--- config.mk ---
export PLATFORM = sky130hd
export DESIGN_NAME = ahb_lite_master
export DESIGN_NICKNAME = d
export VERILOG_FILES = /design/src/rtl/ahb_lite_master.sv
export SDC_FILE = /design/constraint.sdc
export NUM_CORES = 1
export LEC_CHECK = 0
export CORE_MARGIN = 2
export CORE_UTILIZATION = 40
export CTS_CLUSTER_SIZE = 16
export DETAILED_ROUTE_END_ITERATION = 6
export PLACE_DENSITY = 0.78
export SLEW_MARGIN = 30
export SYNTH_ARGS = -nofsm -noshare
export SYNTH_HDL_FRONTEND = slang
export SYNTH_SLANG_ARGS = --single-unit
--- constraint.sdc ---
create_clock -name HCLK -period 6.7 [get_ports HCLK]
set_input_delay 1.005 -clock HCLK [delete_from_list [all_inputs] [get_ports HCLK]]
set_output_delay 1.005 -clock HCLK [all_outputs]
set_load 0.005 [all_outputs]
--- src/rtl/ahb_lite_master.sv ---
// AHB-Lite master: converts per-cycle A* requests into pipelined AHB address/data phases.
// Optional build macro AHB_MASTER_ERR_ABORT_EN: an ERROR response cancels the burst in progress.
module ahb_lite_master #(
  parameter int AW = 32,
  parameter int DW = 32
) (
  input  logic          HCLK,
  input  logic          HRESETn,
  input  logic          start,
  input  logic          Burst,
  input  logic [1:0]    ATRANS,
  input  logic [AW-1:0] AADDR,
  input  logic          AWRITE,
  input  logic [2:0]    ASIZE,
  input  logic [2:0]    ABURST,
  input  logic [DW-1:0] AWDATA,
  output logic          hold,
  output logic [DW-1:0] ARDATA,
  input  logic          HREADY,
  input  logic          HRESP,
  input  logic [DW-1:0] HRDATA,
  output logic [AW-1:0] HADDR,
  output logic          HWRITE,
  output logic [2:0]    HSIZE,
  output logic [2:0]    HBURST,
  output logic [1:0]    HTRANS,
  output logic [DW-1:0] HWDATA,
  output logic [3:0]    HPROT,
  output logic          HMASTLOCK
);

  // Request-side transfer codes
  localparam logic [1:0] A_NONSEQ = 2'd1;
  localparam logic [1:0] A_SEQ    = 2'd2;

  // Bus-side transfer codes
  localparam logic [1:0] H_IDLE   = 2'b00;
  localparam logic [1:0] H_NONSEQ = 2'b10;
  localparam logic [1:0] H_SEQ    = 2'b11;

  localparam logic [2:0] BURST_WRAP4  = 3'd2;
  localparam logic [2:0] BURST_WRAP8  = 3'd4;
  localparam logic [2:0] BURST_WRAP16 = 3'd6;

  localparam logic [AW-1:0] ADDR_ONE = AW'(1);

  logic [AW-1:0] haddr_reg, haddr_next;
  logic [1:0]    htrans_reg, htrans_next;
  logic          hwrite_reg, hwrite_next;
  logic [2:0]    hsize_reg, hsize_next;
  logic [2:0]    hburst_reg, hburst_next;
  logic [DW-1:0] hwdata_reg, hwdata_next;
  logic [DW-1:0] wdata_pend_reg, wdata_pend_next;
  logic [DW-1:0] ardata_reg, ardata_next;
  logic          data_valid_reg, data_valid_next;
  logic          data_write_reg, data_write_next;
  logic          abort_reg, abort_next;

  logic          err_abort;
  logic          req_active;
  logic          req_seq;
  logic          addr_accept;
  logic [AW-1:0] addr_incr;
  logic [AW-1:0] incr_addr;
  logic [AW-1:0] wrap_beats;
  logic [AW-1:0] wrap_mask;
  logic [AW-1:0] next_seq_addr;

`ifdef AHB_MASTER_ERR_ABORT_EN
  assign err_abort = HRESP;
`else
  logic unused_hresp;
  assign unused_hresp = HRESP;
  assign err_abort    = 1'b0;
`endif

  // Burst address generation; non-wrapping bursts get an all-ones mask (0 - 1).
  always_comb begin
    addr_incr = ADDR_ONE << hsize_reg;
    incr_addr = haddr_reg + addr_incr;
    case (hburst_reg)
      BURST_WRAP4:  wrap_beats = AW'(4);
      BURST_WRAP8:  wrap_beats = AW'(8);
      BURST_WRAP16: wrap_beats = AW'(16);
      default:      wrap_beats = '0;
    endcase
    wrap_mask = (wrap_beats << hsize_reg) - ADDR_ONE;
  end

  // Bits inside the wrap block follow the increment, bits above it stay put.
  generate
    for (genvar gi = 0; gi < AW; gi++) begin : g_wrap_bit
      assign next_seq_addr[gi] = wrap_mask[gi] ? incr_addr[gi] : haddr_reg[gi];
    end
  endgenerate

  assign req_active  = start && ((ATRANS == A_NONSEQ) || (ATRANS == A_SEQ));
  assign req_seq     = start && (ATRANS == A_SEQ) && Burst && !abort_reg;
  assign addr_accept = (htrans_reg != H_IDLE);

  always_comb begin
    haddr_next      = haddr_reg;
    htrans_next     = H_IDLE;
    hwrite_next     = hwrite_reg;
    hsize_next      = hsize_reg;
    hburst_next     = hburst_reg;
    wdata_pend_next = wdata_pend_reg;
    abort_next      = abort_reg;
    if (req_active) begin
      hwrite_next     = AWRITE;
      hsize_next      = ASIZE;
      hburst_next     = ABURST;
      wdata_pend_next = AWDATA;
      abort_next      = 1'b0;
      if (req_seq) begin
        haddr_next  = next_seq_addr;
        htrans_next = H_SEQ;
      end else begin
        haddr_next  = AADDR;
        htrans_next = H_NONSEQ;
      end
    end
  end

  // Data phase: the address phase on the bus now becomes the data phase after this edge.
  always_comb begin
    hwdata_next     = (addr_accept && hwrite_reg) ? wdata_pend_reg : hwdata_reg;
    data_valid_next = addr_accept;
    data_write_next = hwrite_reg;
    ardata_next     = (data_valid_reg && !data_write_reg) ? HRDATA : ardata_reg;
  end

  always_ff @(posedge HCLK or negedge HRESETn) begin
    if (!HRESETn) begin
      haddr_reg      <= '0;
      htrans_reg     <= H_IDLE;
      hwrite_reg     <= 1'b0;
      hsize_reg      <= '0;
      hburst_reg     <= '0;
      hwdata_reg     <= '0;
      wdata_pend_reg <= '0;
      ardata_reg     <= '0;
      data_valid_reg <= 1'b0;
      data_write_reg <= 1'b0;
      abort_reg      <= 1'b0;
    end else if (HREADY) begin
      haddr_reg      <= haddr_next;
      htrans_reg     <= htrans_next;
      hwrite_reg     <= hwrite_next;
      hsize_reg      <= hsize_next;
      hburst_reg     <= hburst_next;
      hwdata_reg     <= hwdata_next;
      wdata_pend_reg <= wdata_pend_next;
      ardata_reg     <= ardata_next;
      data_valid_reg <= data_valid_next;
      data_write_reg <= data_write_next;
      abort_reg      <= abort_next;
    end else if (err_abort) begin
      // First ERROR cycle: withdraw the pending address and forget the burst.
      htrans_reg <= H_IDLE;
      abort_reg  <= 1'b1;
    end
  end

  assign hold      = ~HREADY;
  assign HADDR     = haddr_reg;
  assign HTRANS    = htrans_reg;
  assign HWRITE    = hwrite_reg;
  assign HSIZE     = hsize_reg;
  assign HBURST    = hburst_reg;
  assign HWDATA    = hwdata_reg;
  assign ARDATA    = ardata_reg;
  assign HPROT     = 4'b0011;
  assign HMASTLOCK = 1'b0;

endmodule

==> metrics.txt, run 1 <==
Top Family by Delay on Critical Path=simple AND/OR/NAND/NOR gates; total clock sinks=139; Combinational Power Share=33.0%; TritonCTS clock tree=done; cts repair resizes=0; # rows=48; Seq/Total Area, Yosys=50.4%; initial antenna violation count=0; CTS clk-pin slew, worst paths=0.06 ns; status=complete, no violations; Die Wd=135 µm; P_sw=0.000977 W; CP Data Required Time=7.02 ns; critical path fanouts, max=35; Synth top cells by count=145 x nand2_1, 139 x dfrtp_1, 65 x mux2_2, 35 x nor2_1, 23 x clkbuf_1; ANT nets after route=0; cts bufs inserted=17; top cell type's share of synthesized area=50.4%; startpoint types=input port; Post-synth EDFFs=0; worst setup path category=in2reg; clock network fraction of total power=27.5%; Post-CTS Setup Bufs=0; RSZ-0062 raised after global routing=no; clk_lat worst skew=0.42 ns; first-pass GRT wire length=30100 µm; Sw Share=29.6%; GRT overflow=0; most instantiated library cell after synthesis=nand2_1; IO Pins=222; Slew HR=38.0%; root buf cell=clkbuf_16; Buf/Inv on CP=3; HP Class=reg2reg; GRT Util Overall=21.1%; worst path cell trace=clkdlybuf4s50_1, inv_1, ha_1, or2_2, buf_4, nor2_2, nor2_1, and3b_1, a311oi_1; clk_skew=0.0105 ns; Routed WL per cell=17.1 µm; Cells after Synth=675; clock buffer depth=2; drc violations=0; setup TNS=0 ns; Max Fclk=269 MHz; Worst Max-Slew Pin Slew=0.929 ns; routed vias/inst=5.28; CP peak stage delay=0.78 ns; Starting Density=40.4%; Power Dens Cells=337 mW/mm²; fin crit share=55.5%; n_diodes=0; number of global-route vias before repair=5761; ys flop type=dfrtp_1; RePlAce Congestion=0.826; Leak Pwr=4.20 nW; IR drop worst, VDD=0.000203 V; P&R area growth vs syn=41.7%; Pwr Total=0.00330 W; syn_area_per_cell=10.2 µm²; ys async rst share=100%; final wirelength=19100 µm; DRT Pass-1 Iters=6; die height=135 µm; Yosys warning count=0; Layout Nets=999; Slew Limit Fails=0; maxcap violations=0; CP arrival=4.04 ns; sequential share of power=39.4%; Netlist cell types=70; routed vias=5883; setup violators final=0; die area=0.0183 mm²; min Tclk post-route=3.72 ns; # hold bufs at CTS=0; DP HPWL=13400 µm; initial DRC count=422; layout cells sized above 1=13.0%; core area=0.0171 mm²; htree depth=4; final number of hold-violating endpoints=0; Int Power=0.00232 W; Synth Register Bits=139; synth top area cells=dfrtp_1 50%, mux2_2 11%, nand2_1 7.9%, ha_1 2.0%, a311oi_1 1.9%; port bufs=215; crit path max-delay cell type=nor2_2; Post-Syn Area=0.00691 mm²; cell accounting for the most synthesized area=dfrtp_1; Crit. End Element=register; largest net degree at the start of global routing=92
## metrics by stage
step	hold slack [ns]	setup slack, ns	area [µm²]	utilization, %	cells
floorplan	0.442	3.72	6920	-	678
global placement	0.454	2.58	9210	53.8	1082
detailed placement	0.458	2.54	9210	53.8	1082
CTS	0.474	2.96	9790	57.2	1114
global route	0.498	2.79	9790	57.2	1114
finish	0.470	2.98	9790	57.2	1114
## power groups by stage
| stage | Sequential [W] | Combinational [W] | Clock [W] |
|---|---|---|---|
| 6_report | 0.00130 | 0.00109 | 0.000908 |
| 5_1_grt | 0.00134 | 0.00119 | 0.000964 |
| 4_1_cts | 0.00130 | 0.00110 | 0.000924 |
| 3_5_place_dp | 0.00132 | 0.00110 | 0 |
| 3_3_place_gp | 0.00130 | 0.00108 | 0 |
| 2_1_floorplan | 0.00128 | 0.000485 | 0 |
## final timing paths
path / start / endpoint / slack (ns) / cells after the start
max in group asynchronous: HRESETn / HWDATA[8] / 4.85 / 2
worst min register to register: wdata_pend_reg[1] / wdata_pend_reg[1] / 0.47 / 2
worst max-delay path: ATRANS[0] / HADDR[8] / 2.98 / 9
min in group asynchronous: HRESETn / HWDATA[6] / 0.67 / 1
worst min-delay path: wdata_pend_reg[1] / wdata_pend_reg[1] / 0.47 / 2
worst max register to register: HSIZE[0] / HADDR[26] / 3.14 / 9
## cell usage in the layout (no fill, tap or decap), types with 7 or more instances in the layout
cell type	netlist	layout
dfrtp_1	139	139
a21oi_1	20	20
buf_4	7	7
nor3_1	11	11
o211ai_1	7	7
inv_1	10	10
or3_1	10	10
o21ai_0	10	10
nand2_1	145	145
clkdlybuf4s50_1	0	214
ha_1	11	11
clkbuf_16	0	17
a211oi_1	8	8
mux2_2	65	65
nor2_1	35	33
nand3_1	12	12
a311oi_1	15	15
nand4_1	8	8
and3_1	8	8
## cell families (layout without fill, tap and decap cells)
group                    Yosys count  count (layout)  share of synthesized area (%)
AND/OR/NAND/NOR                  270             270                           18.3
other                              2               5                          0.109
adder cells (fa/ha/maj)           12              12                           2.28
multiplexers                      71              71                           11.5
XOR/XNOR                          11              11                           1.39
AO/OA/AOI/OAI                    117             117                           12.6
flip-flops                       139             139                           50.4
buffers and inverters             53             264                           3.48
## metal layers
layer | GRT usage [%] | routed length [µm] | vias to the layer above
li1 | - | - | 2814
met1 | 26.8 | 8090 | 2835
met2 | 34.8 | 9270 | 208
met3 | 4.98 | 1260 | 26
met4 | 8.62 | 440 | 0
met5 | 0 | 0 | -
## layout make-up
type / instances / area [µm²]
multi-input cells: 486 / 3210
flip-flops and latches: 139 / 3480
clock buffers: 21 / 460
clock inverters: 11 / 113
repair buffers: 222 / 2210
well taps: 225 / 282
fillers: 1504 / 7330
inverters: 10 / 37.5
## tightest hold or removal path, cell delays in order (launching register included)
cell	delay (ns)
dfrtp_1	0.34
nand2_1	0.05
nand2_1	0.05
Power figures use the tool's default switching activity.
==> inputs of run 2 (changes only) <==
Clock period 6.7 ns to 3.8 ns, I/O delays scaled along.
==> run 2 against run 1 <==
Compared with the run above: hold slack worse by 0.28 ns; setup slack worse by 2.5 ns; critical path type is now reg2reg; utilization is 0.52 points higher; critical path depth is 1 higher; final area is 0.91% higher; sequential power is 76% higher; first-iteration DRC count is 6.2% lower; combinational power is 81% higher; routed wire length is 2.1% higher.
==> metrics.txt, run 2 (synthesis results as in run 1) <==
Routed WL per cell=17.3 µm (+1.1%); min Tclk post-route=3.29 ns; GRT overflow=0 (unchanged); Crit. End Element=register; Multi-input gate area=0.00321 mm² (about the same); worst reg2reg setup slack=0.51 ns (-2.63 ns); clk_skew=0.00643 ns (-0.00404 ns); commonest non-fill, non-tap cells in the layout=214 x clkdlybuf4s50_1, 145 x nand2_1, 139 x dfrtp_1, 65 x mux2_2, 34 x nor2_1; Post-CTS Setup Bufs=0 (unchanged); htree depth=4 (unchanged); Starting Density=40.4% (unchanged); Max Fclk=304 MHz; worst flop-to-flop path startpoint=HSIZE[0]; P&R area growth vs syn=43.0%; clock buffer depth=2 (unchanged); layout cells sized above 1=14.0% (+0.95 points); most common cell after layout, fill and taps aside=clkdlybuf4s50_1; # rows=48 (unchanged); Final Instance Area=0.00988 mm² (+0.91%); fin worst setup slack=0.513 ns (-2.47 ns); routed vias=6020 (+2.3%); worst path cell trace=nor3_1, ha_1, inv_1, fa_1, nand2b_1, a21o_1, a22o_1, nor4_4, a311oi_1, a311oi_1; ANT nets after route=0 (unchanged); Die Wd=135 µm (unchanged); dpl ws=0.503 ns (-2.03 ns); setup violators final=0 (unchanged); worst r2r path cells=10 (+1); CTS clk-pin slew, worst paths=0.06 ns (about the same); critical path fanouts, max=11 (-69%); initial DRC count=396 (-6.2%); Slew Limit Fails=0 (unchanged); # hold bufs at CTS=0 (unchanged); HP Class=in2async; crit path max-delay cell type=nor4_4; Leak Pwr=4.26 nW (+1.3%); clk_lat worst skew=0.41 ns (about the same); cts repair resizes=0 (unchanged); Layout Nets=1010 (+1.1%); GRT Util Overall=21.4% (+0.27 points); Register Area=0.00348 mm² (unchanged); worst reg2reg path endpoint=HADDR[26]; Pwr Total=0.00584 W (+77%); filler cell count=1503 (-0.066%); total clock sinks=139 (unchanged); core area=0.0171 mm² (unchanged); startpoint types=register; most used cell, CP=a311oi_1; final wirelength=19500 µm (+2.1%); Slew HR=37.2% (-0.80 points); final number of hold-violating endpoints=0 (unchanged); root buf cell=clkbuf_16; maxcap violations=0 (unchanged); port bufs=215 (unchanged); RePlAce Congestion=0.860 (+4.0%); Post-DP Area=0.00931 mm² (+1.0%); die area=0.0183 mm² (unchanged); IR drop worst, VDD=0.000336 V (+66%); DRT Pass-1 Iters=5 (-1); cts bufs inserted=17 (unchanged); drc violations=0 (unchanged); first-pass GRT wire length=30600 µm (+1.9%); CP Data Required Time=4.12 ns (-2.90 ns); DP HPWL=14000 µm (+4.1%); number of global-route vias before repair=5885 (+2.2%); setup TNS=0 ns (unchanged); fin crit share=86.5%; CP arrival=3.61 ns (-0.43 ns); status=complete, no violations; TritonCTS clock tree=done; Worst Max-Slew Pin Slew=0.933 ns (+0.00437 ns); worst setup path category=reg2reg; fin util=57.7% (+0.52 points); n_diodes=0 (unchanged); largest net degree at the start of global routing=85 (-7.6%); die height=135 µm (unchanged); Power Dens Cells=592 mW/mm² (+75%); CP peak stage delay=0.62 ns (-0.16 ns); routed vias/inst=5.35 (+1.3%); RSZ-0062 raised after global routing=no; IO Pins=222 (unchanged); initial antenna violation count=0 (unchanged)
==> run 2: final cells by class <==
cell class	instances	area share (%)
well taps	225	2.85
repair buffers	233	23.3
clock inverters	11	1.10
clock buffers	21	4.66
flip-flops and latches	139	35.2
inverters	10	0.380
multi-input cells	486	32.5
==> run 2: routing by layer <==
metal	part of all wire [%]	track usage [%]	vias to the layer above
li1	-	-	2825
met2	49	36.5	244
met4	2.9	9.66	0
met1	42	26.1	2911
met5	0	0	-
met3	5.9	4.30	40
==> run 2: critical path: cells and delay by family (launching register included) <==
kind                     cells  cell delay, ns
AO/OA/AOI/OAI                4            0.96
AND/OR/NAND/NOR              3            1.08
buffers and inverters        1            0.05
flip-flops                   1            0.49
adder cells (fa/ha/maj)      2            0.60
==> run 2: stage by stage <==
stage               instances  hold WS, ns
global route             1125        0.250
global placement         1093        0.454
finish                   1125        0.189
CTS                      1125        0.211
floorplan                 678        0.274
detailed placement       1093        0.459
==> run 2: how the worst max path moves through the flow <==
| stage | from | endpoint | slack, ns |
|---|---|---|---|
| after global routing | HSIZE[0] | HADDR[22] | 0.23 |
| after global placement | HSIZE[0] | HADDR[26] | 0.61 |
| after CTS | HSIZE[0] | HADDR[22] | 0.48 |
| after detailed placement | HSIZE[0] | HADDR[22] | 0.50 |
| final | HSIZE[0] | HADDR[26] | 0.51 |
| after floorplan | HSIZE[0] | HADDR[24] | 0.82 |
==> run 2: where the power goes <==
part	total (W)	switching, W	internal (W)
Combinational	0.00197	0.000736	0.00123
Sequential	0.00229	0.000348	0.00194
Clock	0.00159	0.000649	0.000943
Total	0.00584	0.00173	0.00411
